### src/rtl/bp_pkg.sv
// Shared definitions for the instruction-fetch front end.
// Contents: fetch FSM state enum, PC width, default reset vector,
// the NOP instruction word and a word-alignment helper.
package bp_pkg;

   localparam int              PC_W         = 32;
   localparam logic [PC_W-1:0] RESET_PC_DEF = 32'hBFC00000;
   localparam logic [31:0]     NOP          = 32'h0;

   typedef enum logic [1:0] {
      BOOT  = 2'd0,   // no request in flight
      FETCH = 2'd1,   // exactly one request outstanding
      HOLD  = 2'd2    // fetched word parked while IF/ID is stalled
   } fetch_state_t;

   function automatic logic [PC_W-1:0] word_align(input logic [PC_W-1:0] a);
      return {a[PC_W-1:2], 2'b00};
   endfunction

endpackage

### src/rtl/fetch_skid_buf.sv
// Single-entry skid buffer holding one fetched word (data, PC, prediction
// bit) while the IF/ID latch is stalled.
// Ports:
//   CLK, RESET          clock, async active-low reset
//   load                capture data/pc/pred, mark entry valid
//   clear               empty the entry (wins over load)
//   data, pc, pred      word to park
//   held_*              parked entry contents and its valid flag
module fetch_skid_buf
   import bp_pkg::*;
(
   input  logic            CLK,
   input  logic            RESET,
   input  logic            load,
   input  logic            clear,
   input  logic [31:0]     data,
   input  logic [PC_W-1:0] pc,
   input  logic            pred,
   output logic            held_valid,
   output logic [31:0]     held_data,
   output logic [PC_W-1:0] held_pc,
   output logic            held_pred
);

   always_ff @(posedge CLK or negedge RESET) begin
      if (!RESET) begin
         held_valid <= 1'b0;
         held_data  <= NOP;
         held_pc    <= '0;
         held_pred  <= 1'b0;
      end else if (clear) begin
         held_valid <= 1'b0;
      end else if (load) begin
         held_valid <= 1'b1;
         held_data  <= data;
         held_pc    <= pc;
         held_pred  <= pred;
      end
   end

endmodule

### src/rtl/fetch_pc_gen.sv
// Fetch PC generator: issues one instruction-memory request at a time,
// delivers returned words to IF/ID, follows BTB predictions and flush
// redirects, and parks a word in a skid buffer when IF/ID stalls.
// Ports:
//   CLK, RESET                       clock, async active-low reset
//   take_Branch_IN_IF, take_Alt_PC_IN_IF   BTB prediction / redirect target
//   FLUSH_IN, STALL_IN               mispredict redirect, IF/ID backpressure
//   Imem_Req_OUT, Imem_Addr_OUT      memory request and word address
//   Imem_Ack_IN, Imem_Data_IN        memory response pulse and data
//   Instr_OUT_IF, Instr_PC_OUT_IF, Valid_OUT_IF, Pred_Taken_OUT_IF
//                                    instruction delivered to IF/ID
module fetch_pc_gen
   import bp_pkg::*;
#(
   parameter logic [PC_W-1:0] RESET_PC     = RESET_PC_DEF,
   parameter int              IMEM_LAT_MAX = 8
)(
   input  logic            CLK,
   input  logic            RESET,
   input  logic            take_Branch_IN_IF,
   input  logic [PC_W-1:0] take_Alt_PC_IN_IF,
   input  logic            FLUSH_IN,
   input  logic            STALL_IN,
   output logic            Imem_Req_OUT,
   output logic [PC_W-1:0] Imem_Addr_OUT,
   input  logic            Imem_Ack_IN,
   input  logic [31:0]     Imem_Data_IN,
   output logic [31:0]     Instr_OUT_IF,
   output logic [PC_W-1:0] Instr_PC_OUT_IF,
   output logic            Valid_OUT_IF,
   output logic            Pred_Taken_OUT_IF
);

   fetch_state_t    state, state_nxt;
   logic [PC_W-1:0] pc_q, pc_nxt;         // fetch PC (target of next/current request)
   logic [PC_W-1:0] stale_q, stale_nxt;   // bus address kept alive while killed
   logic            kill_q, kill_nxt;
   logic [PC_W-1:0] alt_pc, follow_pc;
   logic            out_load, out_from_skid, out_drop;
   logic            skid_load, skid_clear;
   logic            skid_valid, skid_pred;
   logic [31:0]     skid_data;
   logic [PC_W-1:0] skid_pc;

   assign alt_pc    = word_align(take_Alt_PC_IN_IF);
   assign follow_pc = take_Branch_IN_IF ? alt_pc : word_align(pc_q + 32'd4);

   assign Imem_Req_OUT  = (state == FETCH);
   assign Imem_Addr_OUT = kill_q ? stale_q : pc_q;

   // The prediction and next PC are taken on the ack edge of a word; when
   // that word has to be parked they travel with it through the skid.
   always_comb begin
      state_nxt     = state;
      pc_nxt        = pc_q;
      stale_nxt     = stale_q;
      kill_nxt      = kill_q;
      out_load      = 1'b0;
      out_from_skid = 1'b0;
      out_drop      = 1'b0;
      skid_load     = 1'b0;
      skid_clear    = 1'b0;
      if (FLUSH_IN) begin
         state_nxt  = FETCH;
         pc_nxt     = alt_pc;
         out_drop   = 1'b1;
         skid_clear = 1'b1;
         // An unacked request must keep its address on the bus; its ack is
         // swallowed and the redirected request follows it.
         kill_nxt   = (state == FETCH) && !Imem_Ack_IN;
         stale_nxt  = Imem_Addr_OUT;
      end else begin
         unique case (state)
            BOOT:  state_nxt = FETCH;
            FETCH: begin
               if (Imem_Ack_IN) begin
                  if (kill_q) begin
                     kill_nxt = 1'b0;
                  end else begin
                     pc_nxt = follow_pc;
                     if (STALL_IN) begin
                        skid_load = 1'b1;
                        state_nxt = HOLD;
                     end else begin
                        out_load  = 1'b1;
                     end
                  end
               end
            end
            HOLD: begin
               if (!STALL_IN && skid_valid) begin
                  out_from_skid = 1'b1;
                  skid_clear    = 1'b1;
                  state_nxt     = FETCH;
               end
            end
            default: state_nxt = BOOT;
         endcase
      end
   end

   always_ff @(posedge CLK or negedge RESET) begin
      if (!RESET) begin
         state   <= BOOT;
         pc_q    <= word_align(RESET_PC);
         stale_q <= word_align(RESET_PC);
         kill_q  <= 1'b0;
      end else begin
         state   <= state_nxt;
         pc_q    <= pc_nxt;
         stale_q <= stale_nxt;
         kill_q  <= kill_nxt;
      end
   end

   always_ff @(posedge CLK or negedge RESET) begin
      if (!RESET) begin
         Instr_OUT_IF      <= NOP;
         Instr_PC_OUT_IF   <= '0;
         Valid_OUT_IF      <= 1'b0;
         Pred_Taken_OUT_IF <= 1'b0;
      end else if (out_drop) begin
         Valid_OUT_IF      <= 1'b0;
         Pred_Taken_OUT_IF <= 1'b0;
      end else if (out_load) begin
         Instr_OUT_IF      <= Imem_Data_IN;
         Instr_PC_OUT_IF   <= pc_q;
         Valid_OUT_IF      <= 1'b1;
         Pred_Taken_OUT_IF <= take_Branch_IN_IF;
      end else if (out_from_skid) begin
         Instr_OUT_IF      <= skid_data;
         Instr_PC_OUT_IF   <= skid_pc;
         Valid_OUT_IF      <= 1'b1;
         Pred_Taken_OUT_IF <= skid_pred;
      end else if (!STALL_IN) begin
         // consumer took the word; nothing new to present
         Valid_OUT_IF      <= 1'b0;
      end
   end

   fetch_skid_buf u_skid (
      .CLK        (CLK),
      .RESET      (RESET),
      .load       (skid_load),
      .clear      (skid_clear),
      .data       (Imem_Data_IN),
      .pc         (pc_q),
      .pred       (take_Branch_IN_IF),
      .held_valid (skid_valid),
      .held_data  (skid_data),
      .held_pc    (skid_pc),
      .held_pred  (skid_pred)
   );

   // Cycles the current request has waited without an ack.
   logic [7:0] lat_cnt;
   always_ff @(posedge CLK or negedge RESET) begin
      if (!RESET)                          lat_cnt <= '0;
      else if (!Imem_Req_OUT || Imem_Ack_IN) lat_cnt <= '0;
      else if (lat_cnt != 8'hFF)           lat_cnt <= lat_cnt + 8'd1;
   end

   a_imem_lat: assert property (@(posedge CLK) disable iff (!RESET)
      Imem_Req_OUT |-> (int'(lat_cnt) < IMEM_LAT_MAX));

   a_addr_stable: assert property (@(posedge CLK) disable iff (!RESET)
      (Imem_Req_OUT && !Imem_Ack_IN) |=> (Imem_Addr_OUT == $past(Imem_Addr_OUT)));

endmodule

### config.mk
export PLATFORM = sky130hd
export DESIGN_NAME = fetch_pc_gen
export DESIGN_NICKNAME = d
export VERILOG_FILES = /design/src/rtl/bp_pkg.sv /design/src/rtl/fetch_skid_buf.sv /design/src/rtl/fetch_pc_gen.sv
export SDC_FILE = /design/constraint.sdc
export NUM_CORES = 1
export LEC_CHECK = 0
export ABC_AREA = 1
export BUFFER_PORTS_ARGS = -buffer_cell sky130_fd_sc_hd__buf_4
export CAP_MARGIN = 20
export CORE_MARGIN = 4
export CORE_UTILIZATION = 40
export CTS_CLUSTER_DIAMETER = 80
export DETAILED_ROUTE_END_ITERATION = 8
export GPL_TIMING_DRIVEN = 0
export HOLD_SLACK_MARGIN = 0.12
export PLACE_DENSITY_LB_ADDON = 0.08
export SLEW_MARGIN = 20
export SYNTH_ARGS = -nofsm -noshare
export SYNTH_HDL_FRONTEND = slang
export SYNTH_HIERARCHICAL = 1
export SYNTH_SLANG_ARGS = --single-unit
### constraint.sdc
create_clock -name CLK -period 1.57 [get_ports CLK]
set_input_delay 0.0785 -clock CLK [delete_from_list [all_inputs] [get_ports CLK]]
set_output_delay 0.0785 -clock CLK [all_outputs]
set_load 0.01 [all_outputs]
==> flow_metrics.py <==
metrics = {
    "outcome": {
        "status": "finished, violations left",
        "violations": "setup timing",
    },
    "routing": {
        "routedWlPerCell_um": 16.1,
        "firstDrtPassIters": 7,
        "routed_via_density": 4.94,
        "num_vias": 8888,
        "route.detailed.drc": 0,
        "ant_nets": 0,
        "drtIter0Drc": 560,
        "wl_um": 28900,
    },
    "layout": {
        "finish.utilization_pct": 56.6,
        "nets": 1544,
        "regArea_mm2": 0.00496,
        "drive_above_1_share_pct": 25.2,
        "fill_cells": 2214,
        "n_antenna_cell": 0,
        "final_cell_area_mm2": 0.0129,
        "area_growth_pct": 38.3,
        "multi_input_area_mm2": 0.00415,
    },
    "synthesis": {
        "avgSynthCellArea_um2": 7.77,
        "ys_types": 31,
        "synth_seq_cells": 197,
        "netlist_area_mm2": 0.00936,
        "synth_cells": 1204,
        "yosysWarnings": 6,
        "synthArstFlopShare_pct": 100,
        "ys.flop_type": "dfrtp_1",
        "seq_area_frac_synth_pct": 52.9,
        "synth-edff-count": 0,
    },
    "pwr": {
        "p_leak_nw": 6.33,
        "power_density_mw_per_mm2": 1330,
        "total_power_mw": 17.2,
        "ir_drop_uv": 591,
    },
    "sta": {
        "finalMaxSlewViolations": 0,
        "fin_ws_ns": -0.0646,
        "hold_viol_final": 0,
        "max_freq_mhz": 612,
        "setup_viol": 16,
        "rsz0062_at_grt": "true",
        "fin_crit_sh_pct": 104,
        "fin_skew_ns": 0.0115,
        "whs_ns": 0.149,
        "min_period_ns": 1.63,
    },
    "floorplanning": {
        "std_cell_rows": 55,
        "die-area_mm2": 0.0259,
        "start_util_pct": 41.0,
        "die_h_um": 161,
        "fp.coreArea_mm2": 0.0228,
        "die_x_um": 161,
        "io_pins": 169,
    },
    "setup_path": {
        "r2r_start": "kill_q",
        "worstPathArrival_ns": 1.56,
        "crit_required_ns": 1.49,
        "start_kind": "flip-flop",
        "cp.buffers_inverters": 3,
        "cpLargestDelayFamily": "buffers and inverters",
        "reg2reg_slack_ns": -0.01,
        "crit_type": "flip-flop to output pin",
        "r2r_cells": 9,
        "cpMaxStageDelayCell": "dfrtp_1",
        "crit_chain": "buf_8 > clkbuf_16 > o21ai_4 > buf_4",
        "critical_path.max_stage_delay_ns": 0.40,
        "crit_fanout": 10,
        "worstSetupEndpointType": "output pin",
        "worst_r2r_endpoint": "u_skid/held_pc[21]",
    },
    "global_route": {
        "gr-usage-all-layers_pct": 22.0,
        "first_global_vias": 8515,
        "grt_max_degree": 90,
        "grt-ovfl-total": 0,
        "antenna_found_initial": 0,
        "grt_first_pass_wirelength_um": 45800,
    },
    "clock_network": {
        "clock_latency_ns": 0.44,
        "path_clk_slew_ns": 0.07,
        "clockBufferDepth": 2,
        "cts.htree.levels": 4,
        "numCtsBuffers": 17,
        "root_buffer": "clkbuf_16",
        "cts.sinks": 197,
        "cts_tree": "yes",
    },
    "min_path": {
        "hold_path_depth": 7,
        "min_to": "pc_q[15]",
        "hold_path.class": "primary input to flip-flop",
        "min-delay-start": "take_Alt_PC_IN_IF[15]",
    },
    "placed_design": {
        "placed_area_mm2": 0.0111,
        "portBuffers": 166,
        "post-dp-hpwl_um": 20800,
        "pre_cts_ws_ns": -0.287,
        "gp_congestion": 0.938,
    },
    "job": {
        "maxCapViolations": 0,
    },
}
-- cell type report --
| cell class | count | share of cell area (%) |
|---|---|---|
| timing repair buffer | 250 | 16.2 |
| clock buffer | 18 | 3.32 |
| clock inverter | 14 | 1.23 |
| sequential | 197 | 38.3 |
| buffer | 63 | 4.03 |
| tap | 313 | 3.03 |
| inverter | 62 | 1.86 |
| multi-input combinational | 882 | 32.0 |
-- how the worst max path moves through the flow --
stage	start	endpoint	slack, ns	cells after the start
final	kill_q	Imem_Addr_OUT[17]	-0.06	4
after global routing	kill_q	u_skid/held_pc[24]	-0.12	9
after CTS	kill_q	Imem_Addr_OUT[17]	-0.04	4
after detailed placement	pc_q[3]	pc_q[12]	-0.29	7
after global placement	RESET	pc_q[20]	-1.04	1
after floorplan	state[1]	u_skid/held_pc[20]	0.12	8
-- sequential cells by signal, summed over array words and instances, names as in the netlist --
signal and flops:
state 2, Valid_OUT_IF 1, kill_q 1, u_skid/held_valid 1, Pred_Taken_OUT_IF 1, stale_q 32
u_skid/held_pred 1, Instr_OUT_IF 32, Instr_PC_OUT_IF 32, u_skid/held_data 32, pc_q 30, u_skid/held_pc 32
-- cells by family after synthesis --
kind of cell	synth area share, %
compound gates	8.48
simple gates	32.0
buf+inv	6.15
other cells	0.0401
xor+xnor	0.281
flops	52.9
fa+ha+maj	0.134
-- cell usage after synthesis, types with 6 or more instances --
master / count / area, um2
buf_2: 34 / 170
o21ai_0: 79 / 395
nand3_1: 128 / 641
dfstp_2: 18 / 473
o211ai_1: 30 / 225
o21ai_1: 8 / 40.0
o22ai_1: 7 / 43.8
clkbuf_1: 20 / 75.1
buf_6: 6 / 67.6
dfrtp_1: 179 / 4480
nand2_1: 500 / 1880
inv_1: 58 / 218
a21oi_1: 10 / 50.1
nor2_1: 90 / 338
-- worst register-to-register path, delay by kind of cell, from the launching register on --
kind          cells  cell delay [ns]
buf+inv           3             0.48
flops             1             0.40
simple gates      6             0.60
-- where the power goes --
group          leakage [nW]  internal, mW  switching [mW]  total (mW)
clock                 0.289          2.27            2.11        4.39
combinational          3.62          2.38            2.78        5.16
sequential             2.43          6.64           0.984        7.62
-- cell usage in the layout, fill, tap and decap left out, drive strengths merged --
cell	instances
dlygate4sd3	67
nor3	3
inv	70
a22o	2
nand3b	1
o21ai	87
clkinv	5
a31oi	1
clkbuf	43
nand2	503
a211oi	1
dfrtp	179
dfstp	18
o22ai	7
conb	2
buf	221
or2	1
ha	1
nand3	128
a22oi	1
nor2	97
a21oi	10
o211ai	30
bufinv	1
nand4	4
xor2	3
-- stage by stage --
stage	setup TNS, ns	cells
after floorplan	0	1205
after global placement	-199.40	1684
after detailed placement	-12.73	1686
after CTS	-1.46	1790
after global routing	-5.65	1799
final	-0.395	1799
-- timing repair --
action	CTS	global route
pin swaps	9	11
hold buffers	67	1
resized for setup	113	82
setup endpoints to repair	192	236
hold endpoints to repair	277	19
buffers inserted	5	10
cloned	0	0
-- per-layer routing --
layer	routed length [um]	vias to the layer above	share of wire (%)	GRT usage, %
met3	1170	29	4.0	3.01
li1	-	4406	-	-
met4	457	0	1.6	5.08
met2	13700	219	47	36.2
met1	13600	4234	47	31.3
met5	0	-	0	0
No activity file was read; power rests on OpenSTA's default activity.
